File: src/rtl/adc_pkg.sv
// Shared types and constants for the serial ADC capture block.
// Contents: FSM state enum, frame geometry constants, the decoded result
// struct and a helper that splits a raw 16-bit frame into data + error flag.
package adc_pkg;

   localparam int unsigned FRAME_BITS = 16;
   localparam int unsigned DATA_BITS  = 12;
   localparam int unsigned LEAD_BITS  = 4;
   localparam int unsigned BIT_CNT_W  = $clog2(FRAME_BITS);

   typedef enum logic [1:0] {
      IDLE = 2'd0,
      CONV = 2'd1,
      DONE = 2'd2,
      GAP  = 2'd3
   } adc_state_e;

   typedef struct packed {
      logic                 frame_err;
      logic [DATA_BITS-1:0] data;
   } adc_result_t;

   // Leading bits of a good frame are all zero; data sits in the low bits.
   function automatic adc_result_t decode_frame(input logic [FRAME_BITS-1:0] frame);
      adc_result_t r;
      r.frame_err = |frame[FRAME_BITS-1 -: LEAD_BITS];
      r.data      = frame[DATA_BITS-1:0];
      return r;
   endfunction

endpackage

File: src/rtl/adc_clk_div.sv
// SCLK generator for the ADC serial interface.
// Ports:
//   clk, rst_n  - system clock, async active-low reset
//   run         - high when the next cycle belongs to a conversion frame
//   sclk        - serial clock: CLK_DIV cycles low then CLK_DIV cycles high, idles high
//   sample_tick - high on the last clk cycle of every SCLK high half
module adc_clk_div #(
   parameter int unsigned CLK_DIV = 4
) (
   input  logic clk,
   input  logic rst_n,
   input  logic run,
   output logic sclk,
   output logic sample_tick
);

   localparam int unsigned CNT_W = $clog2(CLK_DIV);

   logic [CNT_W-1:0] cnt_q, cnt_d;
   logic             phase_q, phase_d;
   logic             running_q, running_d;
   logic             sclk_q, sclk_d;
   logic             tick_q, tick_d;

   // Next position inside the frame; the first frame cycle always starts a low half.
   always_comb begin
      cnt_d     = '0;
      phase_d   = 1'b0;
      sclk_d    = 1'b1;
      tick_d    = 1'b0;
      running_d = run;
      if (run && running_q) begin
         if (cnt_q == CNT_W'(CLK_DIV - 1)) begin
            cnt_d   = '0;
            phase_d = ~phase_q;
         end else begin
            cnt_d   = cnt_q + CNT_W'(1);
            phase_d = phase_q;
         end
         sclk_d = phase_d;
         tick_d = phase_d && (cnt_d == CNT_W'(CLK_DIV - 1));
      end else if (run) begin
         sclk_d = 1'b0;
      end
   end

   always_ff @(posedge clk or negedge rst_n) begin
      if (!rst_n) begin
         cnt_q     <= '0;
         phase_q   <= 1'b0;
         running_q <= 1'b0;
         sclk_q    <= 1'b1;
         tick_q    <= 1'b0;
      end else begin
         cnt_q     <= cnt_d;
         phase_q   <= phase_d;
         running_q <= running_d;
         sclk_q    <= sclk_d;
         tick_q    <= tick_d;
      end
   end

   assign sclk        = sclk_q;
   assign sample_tick = tick_q;

endmodule

File: src/rtl/adc_spi_capture.sv
// Continuous capture of 16-bit frames from a serial ADC (4 zero lead bits + 12 data bits).
// Ports:
//   clk, rst_n         - system clock, async active-low reset
//   en                 - keep converting while high; a started frame always completes
//   adc_sdata          - serial data from the ADC, MSB first
//   adc_cs_n, adc_sclk - ADC chip select (low only while converting) and serial clock
//   sample             - last conversion result, with sample_valid strobe
//   frame_err          - last frame had a non-zero lead bit
//   A, B, C, D         - sample[11:8] for the temperature decoder
module adc_spi_capture
   import adc_pkg::*;
#(
   parameter int unsigned CLK_DIV    = 4,
   parameter int unsigned GAP_CYCLES = 8
) (
   input  logic                 clk,
   input  logic                 rst_n,
   input  logic                 en,
   input  logic                 adc_sdata,
   output logic                 adc_cs_n,
   output logic                 adc_sclk,
   output logic [DATA_BITS-1:0] sample,
   output logic                 sample_valid,
   output logic                 frame_err,
   output logic                 A,
   output logic                 B,
   output logic                 C,
   output logic                 D
);

   localparam int unsigned GAP_W = (GAP_CYCLES > 1) ? $clog2(GAP_CYCLES) : 1;

   adc_state_e              state_q, state_d;
   logic [BIT_CNT_W-1:0]    bit_cnt_q, bit_cnt_d;
   logic [GAP_W-1:0]        gap_cnt_q, gap_cnt_d;
   logic [FRAME_BITS-1:0]   shift_q, shift_d;
   logic                    sdata_q, sdata_d;
   logic [DATA_BITS-1:0]    sample_q, sample_d;
   logic                    valid_q, valid_d;
   logic                    err_q, err_d;
   logic                    cs_n_q, cs_n_d;
   adc_result_t             res;
   logic                    run_c;
   logic                    tick;

   // Divider looks one cycle ahead so SCLK falls together with CS_N.
   assign run_c = (state_d == CONV);

   adc_clk_div #(
      .CLK_DIV (CLK_DIV)
   ) u_clk_div (
      .clk         (clk),
      .rst_n       (rst_n),
      .run         (run_c),
      .sclk        (adc_sclk),
      .sample_tick (tick)
   );

   // Next state, counters, shift register and result capture.
   always_comb begin
      state_d   = state_q;
      bit_cnt_d = bit_cnt_q;
      gap_cnt_d = gap_cnt_q;
      shift_d   = shift_q;
      sdata_d   = adc_sdata;
      sample_d  = sample_q;
      err_d     = err_q;
      valid_d   = 1'b0;
      res       = '0;

      case (state_q)
         IDLE: begin
            if (en) begin
               state_d   = CONV;
               bit_cnt_d = '0;
            end
         end
         CONV: begin
            if (tick) begin
               shift_d = {shift_q[FRAME_BITS-2:0], sdata_q};
               if (bit_cnt_q == BIT_CNT_W'(FRAME_BITS - 1)) begin
                  state_d = DONE;
               end else begin
                  bit_cnt_d = bit_cnt_q + BIT_CNT_W'(1);
               end
            end
         end
         DONE: begin
            state_d   = GAP;
            gap_cnt_d = '0;
         end
         GAP: begin
            if (gap_cnt_q == GAP_W'(GAP_CYCLES - 1)) begin
               gap_cnt_d = '0;
               if (en) begin
                  state_d   = CONV;
                  bit_cnt_d = '0;
               end else begin
                  state_d = IDLE;
               end
            end else begin
               gap_cnt_d = gap_cnt_q + GAP_W'(1);
            end
         end
         default: state_d = IDLE;
      endcase

      cs_n_d = (state_d != CONV);

      // Result becomes visible, with its strobe, in the DONE cycle itself.
      res = decode_frame(shift_d);
      if (state_d == DONE) begin
         sample_d = res.data;
         err_d    = res.frame_err;
         valid_d  = 1'b1;
      end
   end

   always_ff @(posedge clk or negedge rst_n) begin
      if (!rst_n) begin
         state_q   <= IDLE;
         bit_cnt_q <= '0;
         gap_cnt_q <= '0;
         shift_q   <= '0;
         sdata_q   <= 1'b0;
         sample_q  <= '0;
         err_q     <= 1'b0;
         valid_q   <= 1'b0;
         cs_n_q    <= 1'b1;
      end else begin
         state_q   <= state_d;
         bit_cnt_q <= bit_cnt_d;
         gap_cnt_q <= gap_cnt_d;
         shift_q   <= shift_d;
         sdata_q   <= sdata_d;
         sample_q  <= sample_d;
         err_q     <= err_d;
         valid_q   <= valid_d;
         cs_n_q    <= cs_n_d;
      end
   end

   assign adc_cs_n     = cs_n_q;
   assign sample       = sample_q;
   assign sample_valid = valid_q;
   assign frame_err    = err_q;
   assign A            = sample_q[11];
   assign B            = sample_q[10];
   assign C            = sample_q[9];
   assign D            = sample_q[8];

endmodule

File: config.mk
export PLATFORM = sky130hd
export DESIGN_NAME = adc_spi_capture
export DESIGN_NICKNAME = d
export VERILOG_FILES = /design/src/rtl/adc_pkg.sv /design/src/rtl/adc_clk_div.sv /design/src/rtl/adc_spi_capture.sv
export SDC_FILE = /design/constraint.sdc
export NUM_CORES = 1
export LEC_CHECK = 0
export BUFFER_PORTS_ARGS = -buffer_cell sky130_fd_sc_hd__buf_4
export CAP_MARGIN = 20
export CORE_MARGIN = 5
export CORE_UTILIZATION = 45
export DETAILED_ROUTE_END_ITERATION = 8
export PLACE_DENSITY = 0.6
export SLEW_MARGIN = 20
export SYNTH_ARGS = -nofsm -noshare
export SYNTH_HDL_FRONTEND = slang
export SYNTH_SLANG_ARGS = --single-unit
File: constraint.sdc
create_clock -name clk -period 2.3 [get_ports clk]
set_clock_uncertainty 0.2 [all_clocks]
set_input_delay 0 -clock clk [delete_from_list [all_inputs] [get_ports clk]]
set_output_delay 0 -clock clk [all_outputs]
set_load 0.03 [all_outputs]
==> flow_summary.ini, run 1 <==
[status]
outcome = finished, final reports clean

[sta]
tightest_slew_ns = 0.587
final.min_clock_period_ns = 1.97
hold_viol = 0
fmax_mhz = 509
fin_crit_sh_pct = 85.5
rsz0062_at_grt = no
finalMaxSlewViolations = 0
fin_tns_setup_ns = 0
finalSetupViolations = 0
relSlewSlack_pct = 60.9

[synth]
yosys-top-cells-area = dfrtp_1, nand2_1, o221a_1
syn_inst = 205
synth-edff-count = 0
synth_compound_area_share_pct = 14.0
synth_nets = 215
synth_xor_area_share_pct = 0.411
synth.mux.area_fraction_pct = 0
synth.top_cell.area_share_pct = 52.8
ys_top_cells_by_count = nand2_1, dfrtp_1, or3_1
seq_area_frac_synth_pct = 55.2
synth-simple-area-share_pct = 21.1
yosys.area.top_type = dfrtp_1
async_flop_share_pct = 100
syn_area_per_cell_um2 = 10.4
ys_types = 36
yosys_register_bits = 47
yosys.cell_count.top_type = nand2_1
synth_ff_type = dfrtp_1
synth_adder_area_share_pct = 3.52
synth_top_family_by_area = simple AND/OR/NAND/NOR gates
yosys_warnings = 0
synthesis.area_mm2 = 0.00213

[final_layout]
diodes = 0
register_area_mm2 = 0.00118
layout-drive-gt1-share_pct = 19.0
nNetsFinal = 240
fillers = 419
multiInputGateArea_um2 = 833
syn_to_final_growth_pct = 15.0
final_cells = 285

[clocking]
h-tree-depth = 2
postCtsHoldBufs = 3
clk_latency_ns = 0.30
clock_path_buffers = 2
root_buffer = clkbuf_8
cts_sinks = 47
cts_resized = 0
cts_tree = built
cts_buffers = 5
cts_setup_buffers = 0
clk_pin_slew_ns = 0.09

[global_route]
met3_usage_pct = 3.97
met2_usage_pct = 25.0
use_met1_pct = 17.6
grt_pass1_vias = 1513
grt.overflow.total = 0
antenna_found_initial = 0
grt_max_degree = 48
grt-busiest-layer = met2
track_usage_pct = 14.6
grt_pass1_wl_um = 7130

[placement]
place_inst = 274
io_buffers = 23
place_congestion = 0.817
dp_hpwl_um = 2870

[die]
initial_utilization_pct = 45.8
dieArea_mm2 = 0.00622
fp-row-count = 25
die_w_um = 78.9
ios = 24
core_area_mm2 = 0.00466
die_h_um = 78.9

[drt]
post-route-drc-count = 0
drt-pass1-iter-count = 4
avgRoutedWirePerCell_um = 15.0
vias = 1561
drt_iter0_markers = 97
antenna_left = 0
vias_per_cell = 5.48
drt-total-wl_um = 4290

[worst_setup_path]
reg2reg_to = sample[5]
crit_arrival_ns = 1.96
path_cells = ha_1, ha_1, nand4b_2, or2_1, o221a_2
cp.required_ns = 2.29
crit_path_frequent_cell = ha_1
reg2reg_from = gap_cnt_q[0]
worstSetupStartpointType = flip-flop
endpoint_kind = flip-flop
ff2ff_setup_slack_ns = 0.33
crit_path_max_incr_delay_ns = 0.42
slowest_stage = or2_1
critPathMaxFanout = 12
critPathKind = flip-flop to flip-flop
rr_worst_depth = 5

[worst_hold_path]
hold_path.class = primary input to asynchronous set/reset pin

[run]
maxCapViolCount = 0

[power]
peakVddDrop_mv = 0.423
power_mw = 2.39
p_leak_nw = 1.24
p_per_area_mw_per_mm2 = 973
==> worst max path at each step <==
| stage | startpoint | to | slack, ns | cells past startpoint |
|---|---|---|---|---|
| 4_1_cts | gap_cnt_q[0] | sample[5] | 0.31 | 5 |
| 6_report | gap_cnt_q[0] | sample[5] | 0.33 | 5 |
| 3_3_place_gp | gap_cnt_q[0] | sample[4] | 0.37 | 5 |
| 3_5_place_dp | gap_cnt_q[0] | sample[5] | 0.31 | 5 |
| 2_1_floorplan | gap_cnt_q[0] | sample[10] | 0.53 | 5 |
| 5_1_grt | gap_cnt_q[0] | sample[6] | 0.20 | 5 |
==> through the flow <==
stage	util, %	cell area [µm²]	setup WS (ns)	hold WS, ns
after floorplan	-	2130	0.526	-0.496
after global placement	49.9	2330	0.369	-0.167
after detailed placement	49.9	2330	0.306	-0.154
after CTS	52.6	2450	0.306	0.0604
after global routing	52.6	2450	0.201	0.111
final	52.6	2450	0.333	0.0377
==> placed cells by master, fill, tap and decap left out, drive strengths merged, types with 3 or more instances in the layout <==
cell type,n
ha,6
o221a,13
a31oi,3
buf,29
nand3,7
o21ai,7
dlygate4sd3,3
and3,3
or3,13
nor2,5
a21oi,5
dfrtp,45
inv,8
clkbuf,7
nand2,55
==> sequential cells by signal, summed over array words and instances (netlist names), 2 cells and up <==
| signal | count |
|---|---|
| gap_cnt_q | 3 |
| u_clk_div.cnt_q | 2 |
| state_q | 2 |
| sample | 12 |
| bit_cnt_q | 4 |
| shift_q | 16 |
==> logic make-up (layout without fill, tap and decap cells) <==
| family | after synthesis | after routing |
|---|---|---|
| flip-flops | 47 | 47 |
| AO/OA/AOI/OAI | 36 | 36 |
| adder cells (fa/ha/maj) | 6 | 6 |
| AND/OR/NAND/NOR | 93 | 93 |
| buffers and inverters | 22 | 48 |
| XOR/XNOR | 1 | 1 |
==> per-layer routing <==
| layer | up-vias | wire [µm] |
|---|---|---|
| met5 | - | 0 |
| met4 | 0 | 42 |
| met3 | 6 | 186 |
| met2 | 30 | 2140 |
| met1 | 763 | 1920 |
| li1 | 762 | - |
==> area by class of cell <==
cell class                 instances  share of cell area [%]
multi-input combinational        136                    34.0
timing repair buffer              32                    10.1
clock buffer                       7                    3.52
tap                               54                    2.76
inverter                           8                    1.22
sequential                        47                    48.1
clock inverter                     1                   0.357
==> power by group <==
| part | internal [mW] | switching (mW) |
|---|---|---|
| clock network | 0.247 | 0.275 |
| logic | 0.302 | 0.414 |
| registers | 0.998 | 0.151 |
| total | 1.55 | 0.839 |
==> worst max-delay path: cells and delay by family, from the launching register on <==
| kind | cells | cell delay [ns] |
|---|---|---|
| simple gates | 2 | 0.57 |
| flops | 1 | 0.38 |
| fa+ha+maj | 2 | 0.39 |
| compound gates | 1 | 0.34 |
(Power assumes the default switching activity.)
==> run 2, diff against run 1 <==
BUFFER_PORTS_ARGS = default   (was -buffer_cell sky130_fd_sc_hd__buf_4)
CORE_UTILIZATION = 60   (was 45)
DONT_BUFFER_PORTS = 1   (was default)
PLACE_DENSITY = 0.72   (was 0.6)
clock period = 2.2 ns   (was 2.3 ns; I/O delays follow)
==> run 2 against run 1 <==
Sequential share of layout area grew 2.0 points. Via count shrank 2.8%. Combinational power shrank 24%. Cell count down 8.1%. First-iteration DRC count increased by 84%.
==> flow_summary.ini, run 2 (synthesis gave the netlist of run 1 again) <==
[clocking]
h-tree-depth = 2
clock_path_buffers = 2
cts_resized = 0
cts_buffers = 5
cts_sinks = 47
cts_tree = built
clk_pin_slew_ns = 0.14
postCtsHoldBufs = 6
clk_latency_ns = 0.36
cts_setup_buffers = 0
root_buffer = clkbuf_4

[worst_setup_path]
cp.required_ns = 2.27
crit_arrival_ns = 2.06
critPathKind = flip-flop to flip-flop
endpoint_kind = flip-flop
worstSetupStartpointType = flip-flop
critPathMaxFanout = 12
ff2ff_setup_slack_ns = 0.21

[drt]
avgRoutedWirePerCell_um = 15.4
vias = 1518
vias_per_cell = 5.79
drt_iter0_markers = 178
drt-pass1-iter-count = 4
antenna_left = 0
post-route-drc-count = 0
drt-total-wl_um = 4030

[global_route]
antenna_found_initial = 0
grt_pass1_wl_um = 7230
grt_pass1_vias = 1561
track_usage_pct = 18.7
grt_max_degree = 46
grt.overflow.total = 0

[sta]
finalMaxSlewViolations = 0
hold_ws_ns = 0.0338
setup_ws_ns = 0.206
fmax_mhz = 502
finalSetupViolations = 0
relSlewSlack_pct = 71.1
fin_crit_sh_pct = 90.6
hold_viol = 0
fin_tns_setup_ns = 0
final.min_clock_period_ns = 1.99
rsz0062_at_grt = no
tightest_slew_ns = 0.433

[placement]
dp_hpwl_um = 2700
place_ws_ns = 0.220
place_congestion = 0.779
io_buffers = 0

[worst_hold_path]
hold_path.class = primary input to asynchronous set/reset pin

[power]
p_leak_nw = 1.18
p_switching_mw = 0.846
peakVddDrop_mv = 0.595
intPower_mw = 1.55
p_per_area_mw_per_mm2 = 1020
switching_share_pct = 35.3
pwr-share-clk_pct = 22.3
p_comb_share_pct = 22.8
seqPwrFrac_pct = 54.9

[final_layout]
largest_reg_flops = 16
nNetsFinal = 225
diodes = 0
final_core_util_pct = 69.5
syn_to_final_growth_pct = 10.4
layout-drive-gt1-share_pct = 13.4
final_cell_mix = nand2_1, dfrtp_1, or3_1
mostFrequentLayoutCell = nand2_1
top_register = shift_q

[die]
initial_utilization_pct = 62.9
core_area_mm2 = 0.00339
fp-row-count = 21
die_w_um = 69.6
ios = 24
die_h_um = 69.6
dieArea_mm2 = 0.00485

[run]
maxCapViolCount = 0

[status]
outcome = finished, final reports clean
[run 2: changes by cell type in the layout (fill, tap and decap cells not counted), sizes merged]
cell and change:
buf -16, bufinv +1, clkbuf -1, dlygate4sd3 +1
[run 2: per-stage QoR]
stage	cell area, µm²	total power, mW	std cells
6_report	2360	2.40	262
3_3_place_gp	2180	1.80	248
2_1_floorplan	2130	1.72	205
4_1_cts	2360	2.42	262
3_5_place_dp	2180	1.85	248
5_1_grt	2360	2.54	262
[run 2: per-layer routing]
layer	GRT usage (%)	share of wire, %	routed length, µm	vias to the layer above
li1	-	-	-	733
met1	22.8	43	1750	743
met2	30.6	50	2020	34
met3	4.06	4.5	182	8
met4	10.4	1.7	70	0
met5	0	0	0	-
[run 2: final cells by class]
class	count	area, µm²
Clock buffer	6	51.3
Clock inverter	2	35.0
Fill cell	251	1030
Inverter	8	30.0
Multi-Input combinational cell	136	833
Sequential cell	47	1180
Tap cell	46	57.6
Timing Repair Buffer	17	170
[run 2: power by group through the flow]
| stage | combinational [mW] | clock [mW] | sequential [mW] |
|---|---|---|---|
| after global routing | 0.623 | 0.579 | 1.34 |
| final | 0.547 | 0.535 | 1.32 |
| after floorplan | 0.393 | 0 | 1.32 |
| after global placement | 0.486 | 0 | 1.32 |
| after detailed placement | 0.512 | 0 | 1.33 |
| after CTS | 0.553 | 0.550 | 1.32 |
[run 2: critical path, cell delays in order, from the launching register on]
cell,delay (ns)
dfrtp_1,0.40
ha_1,0.21
ha_1,0.22
nand4b_2,0.15
or2_1,0.41
o221a_2,0.33
[run 2: path summary, 6_finish.rpt]
kind | start | endpoint | depth (start not counted)
worst max-delay path | gap_cnt_q[0] | sample[4] | 5
worst min-delay path | rst_n | adc_cs_n | 2
worst max register to register | gap_cnt_q[0] | sample[4] | 5
worst min register to register | sdata_q | shift_q[0] | 2
max in group asynchronous | rst_n | u_clk_div.sample_tick | 3
min in group clk | sdata_q | shift_q[0] | 2
